[src/rtl/mem_initiator.sv]
// Initiator end of the memory valid/ready bus: a command FIFO feeding a
// single-outstanding request FSM, with read-data capture and a request timeout.
`ifndef WIDTH
`define WIDTH 8
`endif
`ifndef ADDR_WIDTH
`define ADDR_WIDTH 4
`endif

module mem_initiator #(
    parameter int WIDTH      = `WIDTH,
    parameter int ADDR_WIDTH = `ADDR_WIDTH,
    parameter int DEPTH      = 4,
    parameter int TIMEOUT    = 16
) (
    input  logic                  clk,
    input  logic                  rst,
    input  logic                  cmd_valid,
    output logic                  cmd_ready,
    input  logic                  cmd_wr_rd,
    input  logic [ADDR_WIDTH-1:0] cmd_addr,
    input  logic [WIDTH-1:0]      cmd_wdata,
    output logic                  wr_rd,
    output logic [ADDR_WIDTH-1:0] addr,
    output logic [WIDTH-1:0]      wdata,
    output logic                  valid,
    input  logic                  ready,
    input  logic [WIDTH-1:0]      rdata,
    output logic                  rsp_valid,
    output logic [WIDTH-1:0]      rsp_rdata,
    output logic                  err,
    output logic                  busy
);

    localparam int PW = $clog2(DEPTH);
    localparam int CW = PW + 1;
    localparam int TW = $clog2(TIMEOUT);
    localparam logic [CW-1:0] FULL_COUNT = CW'(DEPTH);
    localparam logic [TW-1:0] LAST_WAIT  = TW'(TIMEOUT - 1);

    typedef struct packed {
        logic                  is_write;
        logic [ADDR_WIDTH-1:0] address;
        logic [WIDTH-1:0]      data;
    } cmd_t;

    typedef enum logic [1:0] {
        IDLE,
        REQ,
        GAP
    } state_t;

    cmd_t            fifo_mem [DEPTH];
    cmd_t            head;
    logic [PW-1:0]   wr_ptr;
    logic [PW-1:0]   rd_ptr;
    logic [CW-1:0]   count;
    logic [CW-1:0]   count_next;
    logic            push;
    logic            pop;

    state_t          state;
    state_t          state_next;
    logic [TW-1:0]   wait_cnt;
    logic [TW-1:0]   wait_cnt_next;

    logic                  valid_next;
    logic                  wr_rd_next;
    logic [ADDR_WIDTH-1:0] addr_next;
    logic [WIDTH-1:0]      wdata_next;
    logic                  rsp_valid_next;
    logic [WIDTH-1:0]      rsp_rdata_next;
    logic                  err_next;

    assign push       = cmd_valid && cmd_ready;
    assign head       = fifo_mem[rd_ptr];
    assign count_next = count + CW'(push) - CW'(pop);

    always_ff @(posedge clk) begin
        if (push) begin
            fifo_mem[wr_ptr] <= '{is_write: cmd_wr_rd, address: cmd_addr, data: cmd_wdata};
        end
    end

    // Bus fields are cleared together with valid so they never carry stale values.
    always_comb begin
        state_next     = state;
        wait_cnt_next  = wait_cnt;
        pop            = 1'b0;
        valid_next     = valid;
        wr_rd_next     = wr_rd;
        addr_next      = addr;
        wdata_next     = wdata;
        rsp_valid_next = 1'b0;
        rsp_rdata_next = rsp_rdata;
        err_next       = 1'b0;
        case (state)
            IDLE: begin
                if (count != '0) begin
                    pop           = 1'b1;
                    valid_next    = 1'b1;
                    wr_rd_next    = head.is_write;
                    addr_next     = head.address;
                    wdata_next    = head.is_write ? head.data : '0;
                    wait_cnt_next = '0;
                    state_next    = REQ;
                end
            end
            REQ: begin
                if (ready) begin
                    valid_next = 1'b0;
                    wr_rd_next = 1'b0;
                    addr_next  = '0;
                    wdata_next = '0;
                    if (!wr_rd) begin
                        rsp_valid_next = 1'b1;
                        rsp_rdata_next = rdata;
                    end
                    state_next = GAP;
                end else if (wait_cnt == LAST_WAIT) begin
                    valid_next = 1'b0;
                    wr_rd_next = 1'b0;
                    addr_next  = '0;
                    wdata_next = '0;
                    err_next   = 1'b1;
                    state_next = GAP;
                end else begin
                    wait_cnt_next = wait_cnt + TW'(1);
                end
            end
            GAP: begin
                state_next = IDLE;
            end
            default: begin
                state_next = IDLE;
            end
        endcase
    end

    // cmd_ready and busy are registered from next-state values so they line up with count/state.
    always_ff @(posedge clk) begin
        if (rst) begin
            state     <= IDLE;
            wait_cnt  <= '0;
            wr_ptr    <= '0;
            rd_ptr    <= '0;
            count     <= '0;
            cmd_ready <= 1'b0;
            busy      <= 1'b0;
            valid     <= 1'b0;
            wr_rd     <= 1'b0;
            addr      <= '0;
            wdata     <= '0;
            rsp_valid <= 1'b0;
            rsp_rdata <= '0;
            err       <= 1'b0;
        end else begin
            state     <= state_next;
            wait_cnt  <= wait_cnt_next;
            if (push) begin
                wr_ptr <= wr_ptr + PW'(1);
            end
            if (pop) begin
                rd_ptr <= rd_ptr + PW'(1);
            end
            count     <= count_next;
            cmd_ready <= (count_next != FULL_COUNT);
            busy      <= (state_next != IDLE) || (count_next != '0);
            valid     <= valid_next;
            wr_rd     <= wr_rd_next;
            addr      <= addr_next;
            wdata     <= wdata_next;
            rsp_valid <= rsp_valid_next;
            rsp_rdata <= rsp_rdata_next;
            err       <= err_next;
        end
    end

`ifndef SYNTHESIS
    a_idle_fields_zero: assert property (@(posedge clk) disable iff (rst)
        !valid |-> (!wr_rd && addr == '0 && wdata == '0));
    a_rsp_single_pulse: assert property (@(posedge clk) disable iff (rst)
        rsp_valid |=> !rsp_valid);
    a_err_single_pulse: assert property (@(posedge clk) disable iff (rst)
        err |=> !err);
    a_gap_after_request: assert property (@(posedge clk) disable iff (rst)
        $fell(valid) |=> !valid);
`endif

endmodule

[config.mk]
export PLATFORM = sky130hd
export DESIGN_NAME = mem_initiator
export DESIGN_NICKNAME = d
export VERILOG_FILES = /design/src/rtl/mem_initiator.sv
export SDC_FILE = /design/constraint.sdc
export NUM_CORES = 1
export LEC_CHECK = 0
export BUFFER_PORTS_ARGS = -buffer_cell sky130_fd_sc_hd__buf_2
export CAP_MARGIN = 20
export CORE_MARGIN = 4
export CORE_UTILIZATION = 35
export CTS_CLUSTER_DIAMETER = 30
export CTS_CLUSTER_SIZE = 28
export DETAILED_ROUTE_END_ITERATION = 16
export GPL_ROUTABILITY_DRIVEN = 0
export PLACE_DENSITY = 0.54
export SLEW_MARGIN = 20
export SYNTH_ARGS = -nofsm -noshare
export SYNTH_HDL_FRONTEND = slang
export SYNTH_SLANG_ARGS = --single-unit
[constraint.sdc]
create_clock -name clk -period 2.4 [get_ports clk]
set_input_delay 0.24 -clock clk [delete_from_list [all_inputs] [get_ports clk]]
set_output_delay 0.24 -clock clk [all_outputs]
set_load 0.02 [all_outputs]
Word-level counts from Yosys, hierarchy flattened
Memories as Yosys holds them, arrays and structs flattened. A register that Yosys moved wholly into a read port is not among the register bits.
Index checks and enable logic that the tools add are counted.
{ "word_totals": {"ff_bits": 39, "memories": 1, "output_inout_bits": 26, "ramBits": 52} }
{ "memory_table": {"columns": ["name", "words", "width", "read_ports", "rd_ports_with_merged_regs", "write_ports", "line", "rtl"], "rows": [
  ["fifo_mem", 4, 13, 1, 1, 1, "53", "cmd_t fifo_mem [DEPTH];"]
]} }
{ "op_classes": {"reduce_logical": 12, "mux": 31, "n_addsub": 5, "n_eq_ne": 7, "bitwise_logic": 3} }
{ "op_table": {"columns": ["operator", "n"], "rows": [
  ["two-way mux 8 bit", 4],
  ["two-way mux 4 bit", 6],
  ["one-hot mux 4 bit (2 select lines)", 2],
  ["one-hot mux 8 bit (2 select lines)", 1],
  ["two-way mux 1 bit", 10],
  ["two-way mux 2 bit", 5],
  ["!= test 2 bit, second input constant", 3],
  ["!= test 3 bit, second input constant", 2],
  ["AND reduction 3 bit", 2],
  ["nonzero test 3 bit", 2],
  ["OR reduction 3 bit", 2],
  ["adder 2 x 1 -> 2 bit, second input constant", 2],
  ["adder 4 x 1 -> 4 bit, second input constant", 1],
  ["equality test 4 bit, second input constant", 1],
  ["one-hot mux 1 bit (2 select lines)", 2],
  ["one-hot mux 2 bit (2 select lines)", 1],
  ["AND reduction 4 bit", 1],
  ["nonzero test 2 bit", 2],
  ["adder 3 x 1 -> 3 bit", 1],
  ["inverter 1 bit", 3],
  ["subtractor 3 x 1 -> 3 bit", 1],
  ["equality test 2 x 1 -> 1 bit, second input constant", 1],
  ["zero test 2 bit", 1],
  ["logical AND 1 bit", 1],
  ["logical OR 1 bit", 1]
]} }

Depth between registers and ports, before layout
Gate-level depths: netlist (run 1).
{ "logic_depth": {"ltp_word": 6, "ltp_mapped": 11, "ltp_nobuf": 9} }

Least setup slack after synthesis (run 1)
Ideal clock, no wire load.
{ "synth_timing": {"path_type": "flip-flop to flip-flop", "startpoint": "register count[1]", "endpoint": "register cmd_ready", "stages_incl_launch_ff": 10, "required_time_ps": 2280, "path_slack_ps": 206, "arrival_ps": 2075, "path_cell_list": "dfxtp_1 -> nor3_4 -> nor2_1 -> ha_1 -> inv_1 -> ha_1 -> fa_1 -> xnor2_1 -> xnor2_1 -> o31a_1"} }
{ "synth_between": {"elab_chain_len": 5, "elab_cells_between_ends": 6} }
{ "synth_rtl": {"columns": ["item", "line", "rtl"], "rows": [
  ["start, declared", "57", "logic [CW-1:0] count;"],
  ["start signal, assigned", "166", "count <= count_next;"],
  ["nonzero test 3 bit", "99", "if (count != '0) begin"],
  ["two-way mux 1 bit", "99", null],
  ["two-way mux 1 bit", "97", "case (state)"],
  ["named net pop", "60", "logic pop;"],
  ["subtractor 3 x 1 -> 3 bit", "77", "assign count_next = count + CW'(push) - CW'(pop);"],
  ["!= test 3 bit", "167", "cmd_ready <= (count_next != FULL_COUNT);"],
  ["end signal, assigned", "167", null],
  ["end, declared", "19", "output logic cmd_ready,"]
]} }
The timed path passes the listed nets, and every way through them passes these cells.
A chain may end at the register's enable or synchronous reset.

Worst setup path after layout (run 1)
Ends and elaborated chain as after synthesis.

==> results of run 1 <==
## registers in the layout (all words and copies together), names as in the netlist, 2 cells and up, named ones only
signal / cells
state: 2
wait_cnt: 4
count: 3
addr: 4
wdata: 8
rsp_rdata: 8
wr_ptr: 2
fifo_mem: 52
rd_ptr: 2
## how the worst min path moves through the flow
stage                     slack, ps  cells past startpoint             end         start
after floorplan                 340                      0  fifo_mem[0][0]  cmd_wdata[0]
after global placement          440                      2    rsp_rdata[0]  rsp_rdata[0]
after detailed placement        450                      2    rsp_rdata[2]  rsp_rdata[2]
after CTS                        70                      1  fifo_mem[2][6]  cmd_wdata[6]
after global routing             60                      1  fifo_mem[3][8]   cmd_addr[0]
final                            90                      1  fifo_mem[2][6]  cmd_wdata[6]
## critical path: cells and delay by family, from the launching register on
kind                     cells  cell delay [ps]
AO/OA/AOI/OAI                1              240
XOR/XNOR                     2              320
adder cells (fa/ha/maj)      3              810
buffers and inverters        1               40
flip-flops                   1              370
AND/OR/NAND/NOR              2              260
## placed cells by master (no fill, tap or decap), types with 2 or more instances in the layout
master    instances
o221ai_1          2
nand3_1           6
o32ai_1          12
ha_1              7
mux4_2           13
buf_4            12
inv_8             2
buf_2            50
o31ai_1           4
inv_1            34
and3_1            5
nor2_1            8
nor3_1            2
nor2b_1           2
clkbuf_8          9
a21oi_1          16
dfxtp_1          41
edfxtp_1         52
or3_1             3
nand2_1          18
o21ai_0           2
xnor2_1           3
## report_power, final
group          switching, mW  internal [mW]  total [mW]
Sequential             0.160           1.94        2.10
Combinational          0.833          0.664        1.50
Clock                  0.593          0.510        1.10
## per-layer routing
| layer | vias up | GRT usage [%] |
|---|---|---|
| met5 | - | 0 |
| met4 | 0 | 2.94 |
| met3 | 5 | 4.09 |
| met2 | 65 | 20.7 |
| met1 | 1035 | 16.7 |
| li1 | 1073 | - |
## kinds of logic after synthesis
kind of cell	after synthesis	share of synthesized area [%]
fa+ha+maj	8	3.00
buf+inv	45	5.09
compound gates	41	8.06
flops	93	66.4
simple gates	54	8.55
xor+xnor	3	0.733
mux	13	8.16
## area by class of cell
| class | count | area [um^2] | share of cell area [%] |
|---|---|---|---|
| clock buffers | 9 | 124 | 2.91 |
| clock inverters | 7 | 93.8 | 2.20 |
| inverters | 34 | 128 | 3.00 |
| multi-input cells | 119 | 1020 | 24.0 |
| flip-flops and latches | 93 | 2380 | 56.0 |
| well taps | 133 | 166 | 3.91 |
| repair buffers | 62 | 340 | 8.00 |
## per-stage QoR
stage                     hold slack (ps)  cell area (um^2)  std cells
final                                89.7              4260        457
after global routing                 64.2              4260        457
after CTS                            66.6              4260        457
after detailed placement              446              4040        441
after global placement                439              4040        441
after floorplan                       339              3590        257
==> metrics.yaml, run 1 <==
synth:
  synth-edff-count: 52
  syn_avg_cell_area_um2: 14.0
  synth_common_cells: "edfxtp_1, dfxtp_1, inv_1, nand2_1, a21oi_1"
  synthTopCellsByArea: "edfxtp_1, dfxtp_1, mux4_2, inv_1, o32ai_1"
  synth_top_area_cell: "edfxtp_1"
  synth_area_um2: 3590
  synthArstFlopShare_pct: 0
  yosys_warnings: 0
  post-synth-top-count-cell: "edfxtp_1"
  synth_top_area_share_pct: 43.5
  yosysSeqAreaShare_pct: 66.4
  synth_cell_type_count: 39
  synth_flop_cell: "edfxtp_1"
  ys_ff_latch: 93
  synth_fp_nets: 290
  syn_inst: 257
timing:
  fin_crit_ps: 2130
  hold_viol: 0
  finClkSkew_ps: 10.4
  relSlewSlack_pct: 72.6
  grt_setup_unrepaired: "false"
  slew_violations: 0
  worstMarginPinSlew_ps: 409
  setup_violations: 0
  fin_tns_setup_ps: 0
  finalCritPeriodShare_pct: 88.6
  setup_ws_ps: 275
  fmax_ghz: 0.471
detailed_routing:
  antenna_left: 0
  num_vias: 2178
  wl_um: 6940
  wl_met1_um: 3160
  routed.top_layer: "met4"
  drc_errors: 0
  drt_iter0_drc: 73
  met3_wirelength_um: 399
  wl_met2_um: 3330
  wire_per_inst_um: 15.2
  via_per_inst: 4.77
  dr.pass1.iters: 4
die:
  core_um2: 9860
  rows: 36
  ioPinCount: 51
  die_area_um2: 11900
  die_x_um: 109
  start_util_pct: 36.4
  chipHeight_um: 109
cells_and_area:
  diodes: 0
  n_fill_cell: 908
  drive_above_1_share_pct: 30.2
  layout.nets: 352
  syn_to_final_growth_pct: 18.7
  utilization_pct: 43.2
global_route:
  grt_pass1_wl_um: 11500
  grt_pass1_vias: 2214
  grt_start_max_net_pins: 38
  antenna_found_initial: 0
  track_usage_pct: 12.7
  grt_overflow: 0
worst_setup_path:
  crit_path_cell_trace: "nor3_4 > nor2_1 > ha_1 > inv_1 > ha_1 > fa_1 > xnor2_1 > xnor2_1 > o31a_1"
  slowest_delay_ps: 370
  reg2reg_slack_ps: 270
  crit_path_end: "cmd_ready"
  crit_type: "flop to flop"
  crit_path_start: "count[1]"
  worstPathRequired_ps: 2650
  r2r_start: "count[1]"
  cp-end-kind: "flop"
  rr_worst_depth: 9
  cp-start-kind: "flop"
  regToRegEndpoint: "cmd_ready"
  critPathArrivalTime_ps: 2380
  path_max_fanout: 4
  cpMaxStageDelayCell: "dfxtp_1"
worst_hold_path:
  hp-class: "input port to flop"
clock_tree:
  cts_root_buf: "clkbuf_8"
  cts_setup_buffers: 0
  cts_tree: "built"
  cts_max_level: 3
  cts_max_path_buffers: 2
  path_clk_slew_ps: 100
  insertion_delay_ps: 360
  hold_buffers: 0
  numCtsBuffers: 9
  cts_sinks: 93
  cts_resized: 0
pwr:
  ir_drop_mv: 0.416
  power_density_nw_per_um2: 1100
  finalPower_mw: 4.70
  p_leak_nw: 1.61
placement:
  portBuffers: 50
  dp_slack_ps: 269
  hpwl_um: 4680
flow_run:
  maxCapViolations: 0
run_status:
  status: "completed"
(Power assumes the default switching activity.)
==> run 2: changes to the inputs <==
Settings changed: CAP_MARGIN 20 to not set, CELL_PAD_IN_SITES_DETAIL_PLACEMENT set to 0, CELL_PAD_IN_SITES_GLOBAL_PLACEMENT set to 2, HOLD_SLACK_MARGIN set to 0.02, PLACE_DENSITY 0.54 to 0.72.
==> run 2 against run 1 <==
Die area is the same. Maximum frequency fell by 3.1%. Critical path depth fell by 1. Clock power down 8%. Utilization is 0.42 points lower. Sequential power is essentially flat. Largest power group unchanged. Highest routed layer unchanged.
==> metrics.yaml, run 2 (synthesis gave the netlist of run 1 again) <==
run_status:
  status: "completed"
die:
  chipHeight_um: 109
  start_util_pct: 36.4
  die_x_um: 109
  core_um2: 9860
  ioPinCount: 51
  die_area_um2: 11900
  rows: 36
worst_setup_path:
  regToRegEndpoint: "cmd_ready"
  cp-start-kind: "flop"
  worstPathRequired_ps: 2650
  path_delay_family: "adder cells"
  path_max_fanout: 7
  crit_path_cell_trace: "nand2_1 > ha_1 > inv_1 > ha_1 > fa_1 > xnor2_1 > xnor2_1 > o31a_1"
  rr_worst_depth: 8
  r2r_start: "cmd_ready"
  reg2reg_slack_ps: 210
  slowest_delay_ps: 440
  cp-end-kind: "flop"
  path_buf_inv: 1
  critPathArrivalTime_ps: 2440
  crit_type: "flop to flop"
  cpMaxStageDelayCell: "dfxtp_1"
  crit_cells: 8
  crit_path_start: "cmd_ready"
clock_tree:
  cts_resized: 0
  cts_sinks: 93
  cts_tree: "built"
  path_clk_slew_ps: 90
  numCtsBuffers: 9
  cts_max_path_buffers: 2
  cts_root_buf: "clkbuf_8"
  cts_max_level: 3
  cts_setup_buffers: 0
  hold_buffers: 0
  insertion_delay_ps: 360
timing:
  relSlewSlack_pct: 53.3
  grt_setup_unrepaired: "false"
  finClkSkew_ps: 9.58
  fin_crit_ps: 2190
  setup_violations: 0
  hold_viol: 0
  fmax_ghz: 0.456
  worstMarginPinSlew_ps: 701
  slew_violations: 0
  fin_tns_setup_ps: 0
  finalCritPeriodShare_pct: 91.4
cells_and_area:
  utilization_pct: 42.7
  layout.nets: 350
  syn_to_final_growth_pct: 17.5
  reg.largest.list: "fifo_mem x52, rsp_rdata x8, wdata x8"
  largest_register_ffs: 52
  drive_above_1_share_pct: 29.2
  top_register: "fifo_mem"
  layout.cells.non_filler: 455
  diodes: 0
  mostFrequentLayoutCells: "edfxtp_1, buf_2, dfxtp_1, inv_1, nand2_1"
  layout_commonest_cell: "edfxtp_1"
placement:
  portBuffers: 50
  place_inst: 439
  hpwl_um: 4830
global_route:
  grt_overflow: 0
  grt_pass1_wl_um: 11100
  grt_start_max_net_pins: 38
  track_usage_pct: 12.7
  grt_pass1_vias: 2139
  antenna_found_initial: 0
detailed_routing:
  num_vias: 2135
  wl_um: 7010
  antenna_left: 0
  drt_iter0_drc: 77
  drc_errors: 0
  dr.pass1.iters: 5
  via_per_inst: 4.69
  wire_per_inst_um: 15.4
flow_run:
  maxCapViolations: 0
pwr:
  power_density_nw_per_um2: 1100
  swShare_pct: 33.5
  clockPowerShare_pct: 21.7
  p_leak_nw: 1.58
  seqPwrFrac_pct: 45.4
  comb_power_share_pct: 32.9
  p_sw_mw: 1.56
  finalPower_mw: 4.65
  ir_drop_mv: 0.348
  intPower_mw: 3.09
worst_hold_path:
  hp-class: "input port to flop"
  min_to: "fifo_mem[2][4]"
  hold_start: "cmd_wdata[4]"
  whs_path_depth: 1
[run 2: cell type report]
cell class | instances | area [um^2]
Multi-Input combinational cell | 119 | 1020
Timing Repair Buffer | 60 | 325
Clock inverter | 6 | 63.8
Fill cell | 932 | 5650
Inverter | 34 | 128
Tap cell | 133 | 166
Clock buffer | 10 | 128
Sequential cell | 93 | 2380
[run 2: power by group through the flow]
stage | Sequential [mW] | Clock, mW | Combinational (mW)
floorplan | 2.24 | 0 | 0.942
global placement | 2.14 | 0 | 1.52
detailed placement | 2.15 | 0 | 1.54
CTS | 2.12 | 1.04 | 1.54
global route | 2.15 | 1.11 | 1.70
finish | 2.11 | 1.01 | 1.53
[run 2: worst max-delay path by stage]
| stage | endpoint | slack, ps |
|---|---|---|
| 2_1_floorplan | cmd_ready | 210 |
| 3_3_place_gp | cmd_ready | 290 |
| 3_5_place_dp | cmd_ready | 210 |
| 4_1_cts | cmd_ready | 190 |
| 5_1_grt | cmd_ready | 70 |
| 6_report | cmd_ready | 210 |
[run 2: metal layers]
layer	GRT usage [%]	share of wire, %	vias to the layer above
met5	0	0	-
met4	6.41	2.1	0
met3	2.49	3.5	9
met2	18.3	44	35
met1	18.1	51	1028
li1	-	-	1063
[run 2: per-stage QoR]
| step | instance area [um^2] | hold slack, ps | worst slack (ps) |
|---|---|---|---|
| 2_1_floorplan | 3590 | 339 | 206 |
| 3_3_place_gp | 4020 | 440 | 285 |
| 3_5_place_dp | 4020 | 447 | 207 |
| 4_1_cts | 4220 | 73.2 | 187 |
| 5_1_grt | 4220 | 73.7 | 65.1 |
| 6_report | 4220 | 96.4 | 207 |
